**config.mk**
```make
export PLATFORM = sky130hd
export DESIGN_NAME = fpadd_param_pipe
export DESIGN_NICKNAME = d
export VERILOG_FILES = /design/src/rtl/fpadd_param_pipe.sv
export SDC_FILE = /design/constraint.sdc
export NUM_CORES = 1
export LEC_CHECK = 0
export BUFFER_PORTS_ARGS = -buffer_cell sky130_fd_sc_hd__buf_2
export CAP_MARGIN = 20
export CORE_MARGIN = 5
export CORE_UTILIZATION = 50
export DETAILED_ROUTE_END_ITERATION = 12
export HOLD_SLACK_MARGIN = 0.15
export PLACE_DENSITY = 0.66
export SLEW_MARGIN = 20
export SYNTH_ARGS = -nofsm -noshare
export SYNTH_HDL_FRONTEND = slang
export SYNTH_SLANG_ARGS = --single-unit
```
**constraint.sdc**
```tcl
create_clock -name clk -period 10.4 [get_ports clk]
set_input_delay 0.52 -clock clk [delete_from_list [all_inputs] [get_ports clk]]
set_output_delay 0.52 -clock clk [all_outputs]
set_load 0.01 [all_outputs]
```
**src/rtl/fpadd_param_pipe.sv**
```systemverilog
// Parametrised IEEE-754 add/subtract, three register stages (align, compute, round/pack)
// under a single global stall. Subnormal inputs are flushed to zero; specials bypass the datapath.
module fpadd_param_pipe #(
    parameter int EXP_W = 8,
    parameter int MAN_W = 23,
    localparam int W = EXP_W + MAN_W + 1
) (
    input  logic         clk,
    input  logic         reset,
    input  logic         in_valid,
    output logic         in_ready,
    input  logic         in_op,
    input  logic [W-1:0] in_a,
    input  logic [W-1:0] in_b,
    output logic         out_valid,
    input  logic         out_ready,
    output logic [W-1:0] out_res,
    output logic [3:0]   out_flags
);
    localparam int AL_W   = MAN_W + 4;
    localparam int SUM_W  = MAN_W + 5;
    localparam int SH_W   = 2 * MAN_W + 4;
    localparam int LZC_W  = $clog2(SUM_W + 1);
    localparam int EXPI_W = EXP_W + LZC_W + 1;
    localparam logic signed [EXPI_W-1:0] ONE_I     = EXPI_W'(1);
    localparam logic signed [EXPI_W-1:0] ZERO_I    = '0;
    localparam logic signed [EXPI_W-1:0] EXP_MAX_I = EXPI_W'((1 << EXP_W) - 1);
    localparam logic [W-1:0] QNAN = {1'b0, {EXP_W{1'b1}}, 1'b1, {(MAN_W-1){1'b0}}};

    // Valid/ready: input moves on in_valid && in_ready, output on out_valid && out_ready;
    // a held output freezes every stage, otherwise all stages (bubbles included) advance.
    logic advance;
    assign advance  = !(out_valid_q && !out_ready);
    assign in_ready = advance;

    logic         s1_valid_q, s2_valid_q, out_valid_q;
    logic         s1_spec_q, s1_spec_d, s2_spec_q;
    logic [W-1:0] s1_spec_res_q, s1_spec_res_d, s2_spec_res_q;
    logic [3:0]   s1_spec_flags_q, s1_spec_flags_d, s2_spec_flags_q;
    logic         s1_sign_q, s1_sign_d, s2_sign_q;
    logic [EXP_W-1:0] s1_exp_q, s1_exp_d, s2_exp_q;
    logic [AL_W-1:0]  s1_xsig_q, s1_xsig_d, s1_ysig_q, s1_ysig_d;
    logic         s1_sub_q, s1_sub_d;
    logic [SUM_W-1:0] s2_sum_q, s2_sum_d;
    logic [LZC_W-1:0] s2_lzc_q, s2_lzc_d;
    logic [W-1:0] out_res_q, out_res_d;
    logic [3:0]   out_flags_q, out_flags_d;

    // ---------------- S1: unpack, classify, swap, align ----------------
    logic             a_s, b_s, x_s;
    logic [EXP_W-1:0] a_e, b_e, x_e, y_e, d;
    logic [MAN_W-1:0] a_m, b_m, x_m, y_m;
    logic             a_zero, b_zero, a_inf, b_inf, a_nan, b_nan, a_snan, b_snan;
    logic [SH_W-1:0]  sh_out;

    always_comb begin
        a_s = in_a[W-1];
        a_e = in_a[W-2 -: EXP_W];
        a_m = in_a[MAN_W-1:0];
        b_s = in_b[W-1] ^ in_op;
        b_e = in_b[W-2 -: EXP_W];
        b_m = in_b[MAN_W-1:0];

        a_zero = (a_e == '0);
        b_zero = (b_e == '0);
        a_inf  = (a_e == '1) && (a_m == '0);
        b_inf  = (b_e == '1) && (b_m == '0);
        a_nan  = (a_e == '1) && (a_m != '0);
        b_nan  = (b_e == '1) && (b_m != '0);
        a_snan = a_nan && !a_m[MAN_W-1];
        b_snan = b_nan && !b_m[MAN_W-1];

        s1_spec_d       = 1'b1;
        s1_spec_flags_d = 4'b0000;
        if (a_nan || b_nan) begin
            s1_spec_res_d   = QNAN;
            s1_spec_flags_d = {a_snan || b_snan, 3'b000};
        end else if (a_inf && b_inf && (a_s != b_s)) begin
            s1_spec_res_d   = QNAN;
            s1_spec_flags_d = 4'b1000;
        end else if (a_inf) begin
            s1_spec_res_d = {a_s, {EXP_W{1'b1}}, {MAN_W{1'b0}}};
        end else if (b_inf) begin
            s1_spec_res_d = {b_s, {EXP_W{1'b1}}, {MAN_W{1'b0}}};
        end else if (a_zero && b_zero) begin
            s1_spec_res_d = {a_s & b_s, {(W-1){1'b0}}};
        end else if (a_zero) begin
            s1_spec_res_d = {b_s, b_e, b_m};
        end else if (b_zero) begin
            s1_spec_res_d = {a_s, a_e, a_m};
        end else begin
            s1_spec_d     = 1'b0;
            s1_spec_res_d = '0;
        end

        if ({a_e, a_m} >= {b_e, b_m}) begin
            x_s = a_s; x_e = a_e; x_m = a_m; y_e = b_e; y_m = b_m;
        end else begin
            x_s = b_s; x_e = b_e; x_m = b_m; y_e = a_e; y_m = a_m;
        end
        d      = x_e - y_e;
        sh_out = {1'b1, y_m, {(MAN_W+3){1'b0}}} >> d;

        s1_sign_d = x_s;
        s1_exp_d  = x_e;
        s1_sub_d  = a_s ^ b_s;
        s1_xsig_d = {1'b1, x_m, 3'b000};
        if (32'(d) >= 32'(MAN_W + 3)) begin
            s1_ysig_d = {{(AL_W-1){1'b0}}, 1'b1};
        end else begin
            s1_ysig_d = {sh_out[SH_W-1 -: MAN_W+3], |sh_out[MAN_W:0]};
        end
    end

    // ---------------- S2: add/subtract magnitudes, leading-zero count ----------------
    always_comb begin
        if (s1_sub_q) begin
            s2_sum_d = {1'b0, s1_xsig_q} - {1'b0, s1_ysig_q};
        end else begin
            s2_sum_d = {1'b0, s1_xsig_q} + {1'b0, s1_ysig_q};
        end
        s2_lzc_d = LZC_W'(SUM_W);
        for (int i = 0; i < SUM_W; i++) begin
            if (s2_sum_d[i]) s2_lzc_d = LZC_W'(SUM_W - 1 - i);
        end
    end

    // ---------------- S3: normalise, round to nearest even, pack ----------------
    logic [MAN_W+2:0]         norm;
    logic [MAN_W-1:0]         mant;
    logic [MAN_W:0]           rnd;
    logic                     g, r, st, inc;
    logic signed [EXPI_W-1:0] exp_n;

    always_comb begin
        exp_n = $signed({{(EXPI_W-EXP_W){1'b0}}, s2_exp_q});
        if (s2_sum_q[SUM_W-1]) begin
            norm  = {s2_sum_q[MAN_W+3:2], s2_sum_q[1] | s2_sum_q[0]};
            exp_n = exp_n + ONE_I;
        end else begin
            norm  = (MAN_W+3)'(s2_sum_q << (s2_lzc_q - LZC_W'(1)));
            exp_n = exp_n - $signed({{(EXPI_W-LZC_W){1'b0}}, s2_lzc_q}) + ONE_I;
        end
        mant = norm[MAN_W+2:3];
        g    = norm[2];
        r    = norm[1];
        st   = norm[0];
        inc  = g & (r | st | mant[0]);
        rnd  = {1'b0, mant} + {{MAN_W{1'b0}}, inc};
        if (rnd[MAN_W]) exp_n = exp_n + ONE_I;

        if (s2_spec_q) begin
            out_res_d   = s2_spec_res_q;
            out_flags_d = s2_spec_flags_q;
        end else if (s2_sum_q == '0) begin
            out_res_d   = '0;
            out_flags_d = 4'b0000;
        end else if (exp_n <= ZERO_I) begin
            out_res_d   = {s2_sign_q, {(W-1){1'b0}}};
            out_flags_d = 4'b0011;
        end else if (exp_n >= EXP_MAX_I) begin
            out_res_d   = {s2_sign_q, {EXP_W{1'b1}}, {MAN_W{1'b0}}};
            out_flags_d = 4'b0101;
        end else begin
            out_res_d   = {s2_sign_q, exp_n[EXP_W-1:0], rnd[MAN_W-1:0]};
            out_flags_d = {3'b000, g | r | st};
        end
    end

    // Control and output registers carry reset; the datapath payload only loads on advance.
    always_ff @(posedge clk) begin
        if (!reset) begin
            s1_valid_q  <= 1'b0;
            s2_valid_q  <= 1'b0;
            out_valid_q <= 1'b0;
            out_res_q   <= '0;
            out_flags_q <= '0;
        end else if (advance) begin
            s1_valid_q  <= in_valid;
            s2_valid_q  <= s1_valid_q;
            out_valid_q <= s2_valid_q;
            if (s2_valid_q) begin
                out_res_q   <= out_res_d;
                out_flags_q <= out_flags_d;
            end
        end
    end

    always_ff @(posedge clk) begin
        if (advance) begin
            s1_spec_q       <= s1_spec_d;
            s1_spec_res_q   <= s1_spec_res_d;
            s1_spec_flags_q <= s1_spec_flags_d;
            s1_sign_q       <= s1_sign_d;
            s1_exp_q        <= s1_exp_d;
            s1_xsig_q       <= s1_xsig_d;
            s1_ysig_q       <= s1_ysig_d;
            s1_sub_q        <= s1_sub_d;
            s2_spec_q       <= s1_spec_q;
            s2_spec_res_q   <= s1_spec_res_q;
            s2_spec_flags_q <= s1_spec_flags_q;
            s2_sign_q       <= s1_sign_q;
            s2_exp_q        <= s1_exp_q;
            s2_sum_q        <= s2_sum_d;
            s2_lzc_q        <= s2_lzc_d;
        end
    end

    assign out_valid = out_valid_q;
    assign out_res   = out_res_q;
    assign out_flags = out_flags_q;
endmodule

```
==> impl_metrics.sql, run 1 <==
INSERT INTO impl_metrics (metric_group, metric, value, unit) VALUES
('status', 'run_status', 'completed', ''),
('cells_and_area', 'area_growth', '9.62', '%'),
('sta', 'setup_total_negative_slack', '0', 'ps'),
('flow_run', 'max-cap-violations', '0', ''),
('drt', 'wl_cell', '22.8', 'um'),
('clocking', 'count_of_instances_resized_after_the_clock_tree_is_built', '0', ''),
('cells_and_area', 'ratio_of_cells_with_drive_above_1_in_the_final_layout', '13.6', '%'),
('sta', 'grt_setup_unrepaired', 'no', ''),
('power_and_ir_drop', 'worst_ir_drop_vdd', '0.136', 'mV'),
('drt', 'ant_nets', '0', ''),
('worst_setup_path', 'kind_of_cell_adding_the_most_delay_to_the_critical_path', 'compound AO/OA/AOI/OAI gates', ''),
('sta', 'timing.clock.skew', '13.1', 'ps'),
('synthesis', 'yosysUniqueCellTypes', '92', ''),
('power_and_ir_drop', 'leakagePower', '7.69', 'nW'),
('drt', 'route.detailed.vias_per_inst', '6.35', ''),
('synthesis', 'fraction_of_the_yosys_area_taken_by_sequential_cells', '34.4', '%'),
('synthesis', 'synth_edf_count', '170', ''),
('clocking', 'cts_setup_buffers', '0', ''),
('die', 'floorplan.initialDensity', '50.8', '%'),
('synthesis', 'post_synth.cell_area_avg', '8.93', 'um2'),
('worst_setup_path', 'worstSetupPathType', 'reg -> reg', ''),
('synthesis', 'yosys_register_bits', '209', ''),
('synthesis', 'synth_async_sr_flop_share', '0', '%'),
('drt', 'detail_route.iter0.violations', '1442', ''),
('cells_and_area', 'fin_cells', '2429', ''),
('clocking', 'root_buffer', 'sky130_fd_sc_hd__clkbuf_16', ''),
('clocking', 'clk_pin_slew_worst_paths', '60', 'ps'),
('placed_design', 'port-buffer-count', '106', ''),
('worst_hold_path', 'min-delay-path-class', 'in -> reg', ''),
('clocking', 'cts-hold-fix-buffers', '0', ''),
('worst_setup_path', 'path_buf_inv', '2', ''),
('cells_and_area', 'multi_input_comb_area', '0.0104', 'mm2'),
('cells_and_area', 'post-route-util', '55.7', '%'),
('clocking', 'htreeDepth', '1', ''),
('worst_setup_path', 'timing.critical_path.cells', 'buf_4 -> inv_1 -> ha_1 -> xor2_2 -> nand3_1 -> a2111oi_1 -> o2111ai_1 -> a2111o_1 -> and4b_1 -> nand4b_1 -> nor4_2 -> mux2i_1 -> o31a_1 -> and2_4 -> and2_4 -> a32o_1', ''),
('synthesis', 'postSynthNetCount', '2080', ''),
('synthesis', 'post_synth_inst_count', '1917', ''),
('worst_setup_path', 'cpPeakStageDelay', '770', 'ps'),
('placed_design', 'post-place-cells', '2386', ''),
('power_and_ir_drop', 'powerDensity', '248', 'mW/mm2'),
('drt', 'final_routed_drc_violation_total', '0', ''),
('placed_design', 'gp_congestion', '0.965', ''),
('die', 'floorplan.die.height', '195', 'um'),
('worst_setup_path', 'critPathMaxFanout', '27', ''),
('global_route', 'gr-usage-all-layers', '28.0', '%'),
('clocking', 'clock_latency', '520', 'ps'),
('synthesis', 'synth_area_leaders', 'sky130_fd_sc_hd__edfxtp_1, sky130_fd_sc_hd__ha_1, sky130_fd_sc_hd__nand2_1', ''),
('worst_setup_path', 'critical-path-top-cell-by-count', 'sky130_fd_sc_hd__and2_4', ''),
('clocking', 'cts.path.max_buffers', '3', ''),
('drt', 'via_count', '15400', ''),
('die', 'design.portCount', '107', ''),
('sta', 'finalWorstPathRequiredPeriod', '6810', 'ps'),
('sta', 'worst_hold_slack', '285', 'ps'),
('cells_and_area', 'seqCellArea', '0.00589', 'mm2'),
('drt', 'drt_first_pass_iters', '8', ''),
('worst_setup_path', 'critical_path.endpoint_type', 'register', ''),
('synthesis', 'synth.most_common_cell', 'sky130_fd_sc_hd__nand2_1', ''),
('sta', 'maxSlewHeadroom', '25.1', '%'),
('global_route', 'globalRouteOverflowTotal', '0', ''),
('sta', 'final_max_slew_violation_count', '0', ''),
('drt', 'totalWireLength', '55.5', 'mm'),
('global_route', 'antenna_found_initial', '1', ''),
('placed_design', 'post-dp-hpwl', '43.4', 'mm'),
('die', 'rows', '67', ''),
('cells_and_area', 'filler_cell_count', '3118', ''),
('synthesis', 'synth.cell_area', '0.0171', 'mm2'),
('clocking', 'clkSinkCount', '209', ''),
('sta', 'setup_violations', '0', ''),
('synthesis', 'synth_area_leader_cell', 'sky130_fd_sc_hd__edfxtp_1', ''),
('cells_and_area', 'design.final.nets', '2127', ''),
('clocking', 'tritoncts.num_buffers', '23', '');
[cell type report]
cell class	instances	area share, %
multi-input combinational	1489	55.3
clock inverter	16	1.24
tap	448	2.99
inverter	114	2.28
timing repair buffer	127	3.73
antenna	1	0.0133
clock buffer	25	3.11
sequential	209	31.4
[logic make-up (layout without fill, tap and decap cells)]
logic type | after synthesis | after routing | synth area share [%]
and+or+nand+nor | 658 | 658 | 18.3
AOI/OAI and AO/OA | 527 | 527 | 20.3
buffers and inverters | 219 | 282 | 5.20
DFF | 209 | 209 | 34.4
muxes | 137 | 137 | 10.9
adders and majority gates | 94 | 94 | 6.96
xor gates and xnor gates | 73 | 73 | 3.90
other | 0 | 1 | 0
[cell usage in the layout, fill, tap and decap left out, types with 11 or more instances in the layout]
cell	count
sky130_fd_sc_hd__o31ai_1	18
sky130_fd_sc_hd__edfxtp_1	170
sky130_fd_sc_hd__nor3_1	47
sky130_fd_sc_hd__mux4_2	36
sky130_fd_sc_hd__a22o_1	25
sky130_fd_sc_hd__nand4_1	33
sky130_fd_sc_hd__nand2_1	239
sky130_fd_sc_hd__clkbuf_16	23
sky130_fd_sc_hd__nand2b_1	19
sky130_fd_sc_hd__a211oi_1	20
sky130_fd_sc_hd__o211ai_1	22
sky130_fd_sc_hd__xnor2_1	42
sky130_fd_sc_hd__mux2i_1	60
sky130_fd_sc_hd__nand3_1	59
sky130_fd_sc_hd__a21o_1	13
sky130_fd_sc_hd__inv_1	112
sky130_fd_sc_hd__mux2_2	41
sky130_fd_sc_hd__buf_2	106
sky130_fd_sc_hd__a31oi_1	16
sky130_fd_sc_hd__dfxtp_1	39
sky130_fd_sc_hd__ha_1	92
sky130_fd_sc_hd__buf_4	19
sky130_fd_sc_hd__o21ai_0	132
sky130_fd_sc_hd__nor2_1	139
sky130_fd_sc_hd__xor2_1	26
sky130_fd_sc_hd__a21oi_1	128
sky130_fd_sc_hd__and2_1	11
sky130_fd_sc_hd__o21a_1	19
sky130_fd_sc_hd__nor4_1	33
sky130_fd_sc_hd__a22oi_1	11
sky130_fd_sc_hd__nor2b_1	11
[registers in the layout (all words and copies together) (netlist names), 4 cells and up]
signal and count:
s1_spec_res_q 32, s2_sum_q 28, s1_ysig_q 27, s1_xsig_q 23, out_flags 4, s2_lzc_q 5
s2_spec_res_q 32, s2_exp_q 8, out_res 32, s1_exp_q 8
[where the power goes]
part           switching [mW]  internal, mW  leakage (nW)  total (mW)
logic                    1.53          1.04          5.03        2.57
clock network           0.338         0.536         0.394       0.874
registers               0.163          1.05          2.26        1.21
[path summary, 6_finish.rpt]
kind,start,to,slack [ps],depth (start not counted)
setup / recovery,s2_lzc_q[0],out_res[3],3590,16
hold reg to reg,s1_spec_res_q[6],s2_spec_res_q[6],410,0
hold / removal,in_valid,s1_valid_q,280,3
setup reg to reg,s2_lzc_q[0],out_res[3],3590,16
[worst reg2reg max path, stage by stage (launching register included)]
cell and delay (ps):
sky130_fd_sc_hd__edfxtp_1 350, sky130_fd_sc_hd__buf_4 250, sky130_fd_sc_hd__inv_1 540, sky130_fd_sc_hd__ha_1 420, sky130_fd_sc_hd__xor2_2 650, sky130_fd_sc_hd__nand3_1 220, sky130_fd_sc_hd__a2111oi_1 770, sky130_fd_sc_hd__o2111ai_1 360
sky130_fd_sc_hd__a2111o_1 570, sky130_fd_sc_hd__and4b_1 410, sky130_fd_sc_hd__nand4b_1 500, sky130_fd_sc_hd__nor4_2 420, sky130_fd_sc_hd__mux2i_1 320, sky130_fd_sc_hd__o31a_1 240, sky130_fd_sc_hd__and2_4 210, sky130_fd_sc_hd__and2_4 320
sky130_fd_sc_hd__a32o_1 210
[stage by stage]
step / instance area, um2 / power (mW)
floorplan: 17100 / 3.01
global placement: 17900 / 3.74
detailed placement: 17900 / 3.73
CTS: 18800 / 4.63
global route: 18800 / 4.92
finish: 18800 / 4.65
[layer usage]
metal / vias up / GRT usage [%] / wire, um
met5: - / 0 / 13
met4: 2 / 8.84 / 1900
met3: 110 / 3.57 / 4400
met2: 747 / 43.9 / 25000
met1: 7296 / 40.5 / 24200
li1: 7277 / - / -
No activity file was read; power rests on OpenSTA's default activity.
==> inputs of run 2 (changes only) <==
--- a/config.mk
+++ b/config.mk
@@ -11,7 +11,7 @@
 export CORE_UTILIZATION = 50
 export DETAILED_ROUTE_END_ITERATION = 12
 export HOLD_SLACK_MARGIN = 0.15
-export PLACE_DENSITY = 0.66
+export PLACE_DENSITY = 0.68
 export SLEW_MARGIN = 20
 export SYNTH_ARGS = -nofsm -noshare
 export SYNTH_HDL_FRONTEND = slang
==> constraint.sdc (replaced) <==
create_clock -name clk -period 6.25 [get_ports clk]
set_input_delay 0.3125 -clock clk [delete_from_list [all_inputs] [get_ports clk]]
set_output_delay 0.3125 -clock clk [all_outputs]
set_load 0.01 [all_outputs]
==> run 2 against run 1 <==
Compared with the run above: first-iteration DRC count up 34%; clock power up 53%; critical path type unchanged; sequential power up 67%; via count up 0.52%; die area unchanged; global-route usage down 0.65 points; non-clock buffer count up 16; total power up 63%; critical endpoint is now out_res[7]; hold slack worse by 100 ps; critical path depth down 1; design area up 0.41%; flip-flop and latch count unchanged.
==> impl_metrics.sql, run 2 (synthesis gave the netlist of run 1 again) <==
INSERT INTO impl_metrics (metric_group, metric, value, unit) VALUES
('sta', 'maxSlewHeadroom', '32.1', '%'),
('power_and_ir_drop', 'clock_power_share', '17.7', '%'),
('placed_design', 'post-place-cells', '2398', ''),
('cells_and_area', 'filler_cell_count', '3131', ''),
('clocking', 'tritoncts.num_buffers', '23', ''),
('sta', 'grt_setup_unrepaired', 'no', ''),
('drt', 'ant_nets', '0', ''),
('worst_setup_path', 'crit_path_top_delay_cell', 'sky130_fd_sc_hd__ha_2', ''),
('cells_and_area', 'multi_input_comb_area', '0.0104', 'mm2'),
('die', 'rows', '67', ''),
('cells_and_area', 'area_growth', '10.1', '%'),
('clocking', 'htreeDepth', '1', ''),
('drt', 'final_routed_drc_violation_total', '0', ''),
('worst_setup_path', 'critPathMaxFanout', '23', ''),
('worst_setup_path', 'start_kind', 'register', ''),
('flow_run', 'max-cap-violations', '0', ''),
('die', 'floorplan.core_area', '0.0337', 'mm2'),
('placed_design', 'port-buffer-count', '106', ''),
('clocking', 'clock_latency', '520', 'ps'),
('cells_and_area', 'ratio_of_cells_with_drive_above_1_in_the_final_layout', '14.0', '%'),
('power_and_ir_drop', 'power_switching_share', '43.4', '%'),
('global_route', 'antenna_found_initial', '6', ''),
('clocking', 'clock_tree_from_tritoncts', 'done', ''),
('worst_hold_path', 'min-delay-path-class', 'in -> reg', ''),
('drt', 'drt_first_pass_iters', '6', ''),
('sta', 'post-route-period-util', '92.5', '%'),
('power_and_ir_drop', 'leakagePower', '7.73', 'nW'),
('worst_setup_path', 'cpPeakStageDelay', '580', 'ps'),
('die', 'die_w', '195', 'um'),
('sta', 'worstMarginPinSlew', '1020', 'ps'),
('global_route', 'via_count_of_the_first_global_routing_pass', '14600', ''),
('worst_setup_path', 'critical_path.endpoint_type', 'register', ''),
('sta', 'timing.clock.skew', '17.6', 'ps'),
('cells_and_area', 'mostFrequentLayoutCell', 'sky130_fd_sc_hd__nand2_1', ''),
('cells_and_area', 'fin_cells', '2448', ''),
('die', 'design.portCount', '107', ''),
('die', 'fp.dieArea', '0.0380', 'mm2'),
('drt', 'via_count', '15500', ''),
('drt', 'route.detailed.vias_per_inst', '6.34', ''),
('drt', 'wl_cell', '22.1', 'um'),
('cells_and_area', 'design.final.nets', '2143', ''),
('die', 'floorplan.die.height', '195', 'um'),
('sta', 'finalWorstPathRequiredPeriod', '5780', 'ps'),
('power_and_ir_drop', 'seq_power_share', '26.6', '%'),
('cells_and_area', 'seqCellArea', '0.00589', 'mm2'),
('worst_setup_path', 'critPathArrivalTime', '6240', 'ps'),
('clocking', 'clkSinkCount', '209', ''),
('power_and_ir_drop', 'combinationalPowerShare', '55.7', '%'),
('worst_hold_path', 'timing.hold.worst_path_depth', '3', ''),
('worst_setup_path', 'r2r.worst_path.cells', '15', ''),
('global_route', 'grt_start_max_net_pins', '72', ''),
('global_route', 'gr-usage-all-layers', '27.3', '%'),
('drt', 'detail_route.iter0.violations', '1933', ''),
('die', 'floorplan.initialDensity', '50.8', '%'),
('sta', 'setup_violations', '0', ''),
('sta', 'setup_total_negative_slack', '0', 'ps'),
('power_and_ir_drop', 'switchingPower', '3.30', 'mW'),
('global_route', 'globalRouteOverflowTotal', '0', ''),
('sta', 'maxClockFrequency', '173', 'MHz'),
('placed_design', 'gp_congestion', '1.04', ''),
('cells_and_area', 'post-route-util', '55.9', '%'),
('status', 'run_status', 'completed', ''),
('sta', 'final_max_slew_violation_count', '0', ''),
('power_and_ir_drop', 'worst_ir_drop_vdd', '0.244', 'mV'),
('cells_and_area', 'most-common-layout-cells', 'sky130_fd_sc_hd__nand2_1, sky130_fd_sc_hd__edfxtp_1, sky130_fd_sc_hd__nor2_1, sky130_fd_sc_hd__o21ai_0, sky130_fd_sc_hd__a21oi_1', ''),
('sta', 'timing_hold_violations_final', '0', ''),
('worst_setup_path', 'timing.critical_path.cells', 'inv_1 -> ha_2 -> mux2i_1 -> mux4_2 -> o41ai_1 -> o2111ai_1 -> a2111o_1 -> and4b_1 -> nand4b_1 -> nor4_2 -> mux2i_1 -> o31a_1 -> and2_4 -> and2_4 -> a32o_1', ''),
('worst_setup_path', 'worstSetupPathType', 'reg -> reg', ''),
('placed_design', 'post-dp-hpwl', '42.4', 'mm'),
('worst_setup_path', 'critical_path_required', '6710', 'ps'),
('clocking', 'root_buffer', 'sky130_fd_sc_hd__clkbuf_16', ''),
('power_and_ir_drop', 'pint', '4.30', 'mW'),
('global_route', 'grt_pass1_wl', '83.9', 'mm'),
('clocking', 'clk_pin_slew_worst_paths', '60', 'ps'),
('drt', 'totalWireLength', '54.1', 'mm'),
('clocking', 'cts.path.max_buffers', '3', ''),
('power_and_ir_drop', 'powerDensity', '403', 'mW/mm2');
-- run 2: final cells by class --
type                    count  area share (%)
multi-input cells        1489            55.1
flip-flops and latches    209            31.2
repair buffers            143            4.36
clock buffers              24            3.07
well taps                 448            2.97
inverters                 114            2.27
clock inverters            16           0.936
diodes                      5          0.0664
-- run 2: stage by stage --
step	area, um2	power, mW	worst slack (ps)	hold slack (ps)
finish	18800	7.60	470	181
global route	18800	8.02	3.25	175
CTS	18800	7.54	375	156
detailed placement	18000	6.18	391	405
global placement	18000	6.16	548	403
floorplan	17100	5.00	441	400
-- run 2: final timing paths --
| check | slack, ps | to | from |
|---|---|---|---|
| setup / recovery | 470 | out_res[7] | s2_lzc_q[1] |
| hold / removal | 180 | s1_xsig_q[20] | in_a[17] |
| setup reg to reg | 470 | out_res[7] | s2_lzc_q[1] |
| hold reg to reg | 410 | s2_spec_res_q[11] | s1_spec_res_q[11] |
-- run 2: critical path, delay by kind of cell (launching register included) --
family,cells,cell delay [ps]
AOI/OAI and AO/OA,5,1800
and+or+nand+nor,5,1740
muxes,3,950
adders and majority gates,1,580
DFF,1,490
buffers and inverters,1,160
-- run 2: power groups by stage --
stage / Combinational [mW] / Clock [mW] / Sequential [mW]
after global placement: 4.12 / 0 / 2.04
after CTS: 4.16 / 1.36 / 2.01
after floorplan: 3.10 / 0 / 1.90
after detailed placement: 4.14 / 0 / 2.04
after global routing: 4.56 / 1.43 / 2.03
final: 4.24 / 1.34 / 2.02
-- run 2: timing repair --
item,CTS,global route
hold endpoints to repair,4,0
endpoints found under the setup margin,0,23
resized for setup,0,1
setup buffers,0,0
hold buffers,4,0
-- run 2: metal layers --
| layer | GRT usage (%) | part of all wire (%) | up-vias |
|---|---|---|---|
| li1 | - | - | 7310 |
| met1 | 37.6 | 42 | 7369 |
| met2 | 45.2 | 47 | 707 |
| met3 | 3.46 | 7.1 | 124 |
| met4 | 8.69 | 3.9 | 2 |
| met5 | 0 | 0.013 | - |
==> inputs of run 3 (changes only) <==
--- a/config.mk
+++ b/config.mk
@@ -10,8 +10,9 @@
 export CORE_MARGIN = 5
 export CORE_UTILIZATION = 50
 export DETAILED_ROUTE_END_ITERATION = 12
+export GPL_TIMING_DRIVEN = 0
 export HOLD_SLACK_MARGIN = 0.15
-export PLACE_DENSITY = 0.68
+export PLACE_DENSITY = 0.7
 export SLEW_MARGIN = 20
 export SYNTH_ARGS = -nofsm -noshare
 export SYNTH_HDL_FRONTEND = slang
==> run 3 against run 2 <==
Compared with the run above: hold slack better by 16 ps; clock skew rose by 1.2 ps; critical path depth rose by 12; via count is 2.9% higher; combinational power is 4% higher; design area is 1.2% higher; routed wire length is 3.4% higher; critical endpoint is now out_res[1]; total power rose by 0.12%.
==> impl_metrics.sql, run 3 (synthesis gave the netlist of run 1 again) <==
INSERT INTO impl_metrics (metric_group, metric, value, unit) VALUES
('status', 'run_status', 'completed', ''),
('worst_setup_path', 'r2r.worst_path.cells', '27', ''),
('sta', 'maxClockFrequency', '166', 'MHz'),
('die', 'rows', '67', ''),
('worst_setup_path', 'r2r_end', 'out_res[1]', ''),
('clocking', 'htreeDepth', '1', ''),
('placed_design', 'place_area', '0.0183', 'mm2'),
('cells_and_area', 'design.final.nets', '2216', ''),
('clocking', 'cts.path.max_buffers', '3', ''),
('cells_and_area', 'most-common-layout-cells', 'sky130_fd_sc_hd__nand2_1, sky130_fd_sc_hd__edfxtp_1, sky130_fd_sc_hd__nor2_1, sky130_fd_sc_hd__o21ai_0, sky130_fd_sc_hd__a21oi_1', ''),
('power_and_ir_drop', 'worst_ir_drop_vdd', '0.210', 'mV'),
('global_route', 'via_count_of_the_first_global_routing_pass', '15300', ''),
('cells_and_area', 'ratio_of_cells_with_drive_above_1_in_the_final_layout', '14.1', '%'),
('clocking', 'root_buffer', 'sky130_fd_sc_hd__clkbuf_16', ''),
('die', 'floorplan.core_area', '0.0337', 'mm2'),
('die', 'design.portCount', '107', ''),
('worst_setup_path', 'rrSetupSlack', '230', 'ps'),
('die', 'floorplan.die.height', '195', 'um'),
('sta', 'maxSlewHeadroom', '21.3', '%'),
('drt', 'final_routed_drc_violation_total', '0', ''),
('sta', 'setup_violations', '0', ''),
('sta', 'postLayoutSetupSlackWorst', '232', 'ps'),
('global_route', 'grt_start_max_net_pins', '104', ''),
('clocking', 'clock_tree_from_tritoncts', 'done', ''),
('cells_and_area', 'area_growth', '11.4', '%'),
('die', 'fp.dieArea', '0.0380', 'mm2'),
('cells_and_area', 'final_area', '0.0191', 'mm2'),
('placed_design', 'dp_slack', '-1460', 'ps'),
('die', 'floorplan.initialDensity', '50.8', '%'),
('cells_and_area', 'filler_cell_count', '3087', ''),
('worst_hold_path', 'timing.hold.worst.start', 'in_a[29]', ''),
('drt', 'wl_cell', '22.2', 'um'),
('worst_setup_path', 'start_kind', 'register', ''),
('worst_setup_path', 'worstSetupPathType', 'reg -> reg', ''),
('global_route', 'antenna_found_initial', '0', ''),
('drt', 'detail_route.iter0.violations', '1710', ''),
('cells_and_area', 'post-route-util', '56.6', '%'),
('drt', 'ant_nets', '0', ''),
('clocking', 'clkSinkCount', '209', ''),
('placed_design', 'port-buffer-count', '106', ''),
('sta', 'finalWorstPathRequiredPeriod', '6020', 'ps'),
('worst_setup_path', 'rr_startpoint', 's2_lzc_q[0]', ''),
('cells_and_area', 'seqCellArea', '0.00589', 'mm2'),
('worst_setup_path', 'cpPeakStageDelay', '450', 'ps'),
('drt', 'route.detailed.vias_per_inst', '6.34', ''),
('worst_hold_path', 'min-delay-path-class', 'in -> reg', ''),
('placed_design', 'gp_congestion', '1.05', ''),
('global_route', 'gr-usage-all-layers', '28.3', '%'),
('sta', 'timing.clock.skew', '18.9', 'ps'),
('worst_hold_path', 'timing.hold.worst_path_depth', '2', ''),
('cells_and_area', 'multi_input_comb_area', '0.0104', 'mm2'),
('worst_setup_path', 'critPathArrivalTime', '6420', 'ps'),
('global_route', 'globalRouteOverflowTotal', '0', ''),
('worst_setup_path', 'critPathMaxFanout', '10', ''),
('drt', 'via_count', '16000', ''),
('placed_design', 'post-dp-hpwl', '44.7', 'mm'),
('sta', 'final_max_slew_violation_count', '0', ''),
('worst_setup_path', 'critical_path.endpoint_type', 'register', ''),
('flow_run', 'max-cap-violations', '0', ''),
('worst_setup_path', 'crit_path_top_delay_cell', 'sky130_fd_sc_hd__edfxtp_1', ''),
('cells_and_area', 'mostFrequentLayoutCell', 'sky130_fd_sc_hd__nand2_1', ''),
('worst_hold_path', 'worstHoldEndpoint', 's1_spec_res_q[29]', ''),
('clocking', 'clk_pin_slew_worst_paths', '60', 'ps'),
('power_and_ir_drop', 'powerDensity', '399', 'mW/mm2'),
('sta', 'timing_hold_violations_final', '0', ''),
('drt', 'drt_first_pass_iters', '5', ''),
('drt', 'totalWireLength', '56.0', 'mm'),
('global_route', 'grt_pass1_wl', '86.9', 'mm'),
('sta', 'worstMarginPinSlew', '1170', 'ps'),
('worst_setup_path', 'critical-path-top-cell-by-count', 'sky130_fd_sc_hd__buf_6', ''),
('clocking', 'tritoncts.num_buffers', '22', ''),
('clocking', 'clock_latency', '510', 'ps'),
('die', 'die_w', '195', 'um'),
('power_and_ir_drop', 'leakagePower', '7.79', 'nW'),
('sta', 'post-route-period-util', '96.3', '%'),
('cells_and_area', 'n_antenna_cell', '0', ''),
('worst_setup_path', 'critical_path_required', '6650', 'ps');
## run 3: critical path: cells and delay by family, from the launching register on
kind	cells	cell delay [ps]
fa+ha+maj	2	560
compound gates	7	1540
simple gates	8	1570
buf+inv	10	1790
flops	1	450
## run 3: per-layer routing
layer | up-vias | track usage (%) | routed length [um]
met5 | - | 0 | 0
met4 | 0 | 13.5 | 3090
met3 | 144 | 3.22 | 4050
met2 | 803 | 44.8 | 25300
met1 | 7556 | 38.9 | 23500
li1 | 7456 | - | -
## run 3: repair_timing
action / in CTS / in global routing
pin swaps: 2 / 1
endpoints found under the hold margin: 3 / 0
hold buffers: 3 / 0
gates resized for setup: 9 / 26
setup endpoints to repair: 60 / 45
buffers inserted: 5 / 2
## run 3: layout make-up
cell class / count / share of cell area [%]
repair buffers: 117 / 3.36
plain buffers: 100 / 2.50
multi-input cells: 1489 / 54.6
flip-flops and latches: 209 / 30.9
well taps: 448 / 2.94
inverters: 114 / 2.24
clock buffers: 25 / 3.00
clock inverters: 15 / 0.525
## run 3: worst max path at each step
stage	cells after the start	end	startpoint
floorplan	26	s1_ysig_q[0]	in_b[26]
global placement	24	s1_ysig_q[24]	in_b[25]
detailed placement	27	s1_ysig_q[0]	in_b[25]
CTS	20	out_res[1]	s2_lzc_q[0]
global route	23	out_res[1]	s2_lzc_q[0]
finish	27	out_res[1]	s2_lzc_q[0]
## run 3: power by group
group          total [mW]  leakage, nW  switching (mW)  internal, mW
logic                4.39         5.20            2.60          1.78
registers            2.02         2.26           0.272          1.74
clock network        1.21        0.333           0.540         0.667
## run 3: through the flow
| stage | total power [mW] | instances | TNS (ps) | hold slack (ps) |
|---|---|---|---|---|
| finish | 7.61 | 2517 | 0 | 197 |
| global route | 8.02 | 2517 | -514 | 180 |
| CTS | 7.50 | 2519 | 0 | 169 |
| detailed placement | 6.23 | 2472 | -43700 | 405 |
| global placement | 6.21 | 2471 | -42510 | 403 |
| floorplan | 5.00 | 1917 | 0 | 400 |
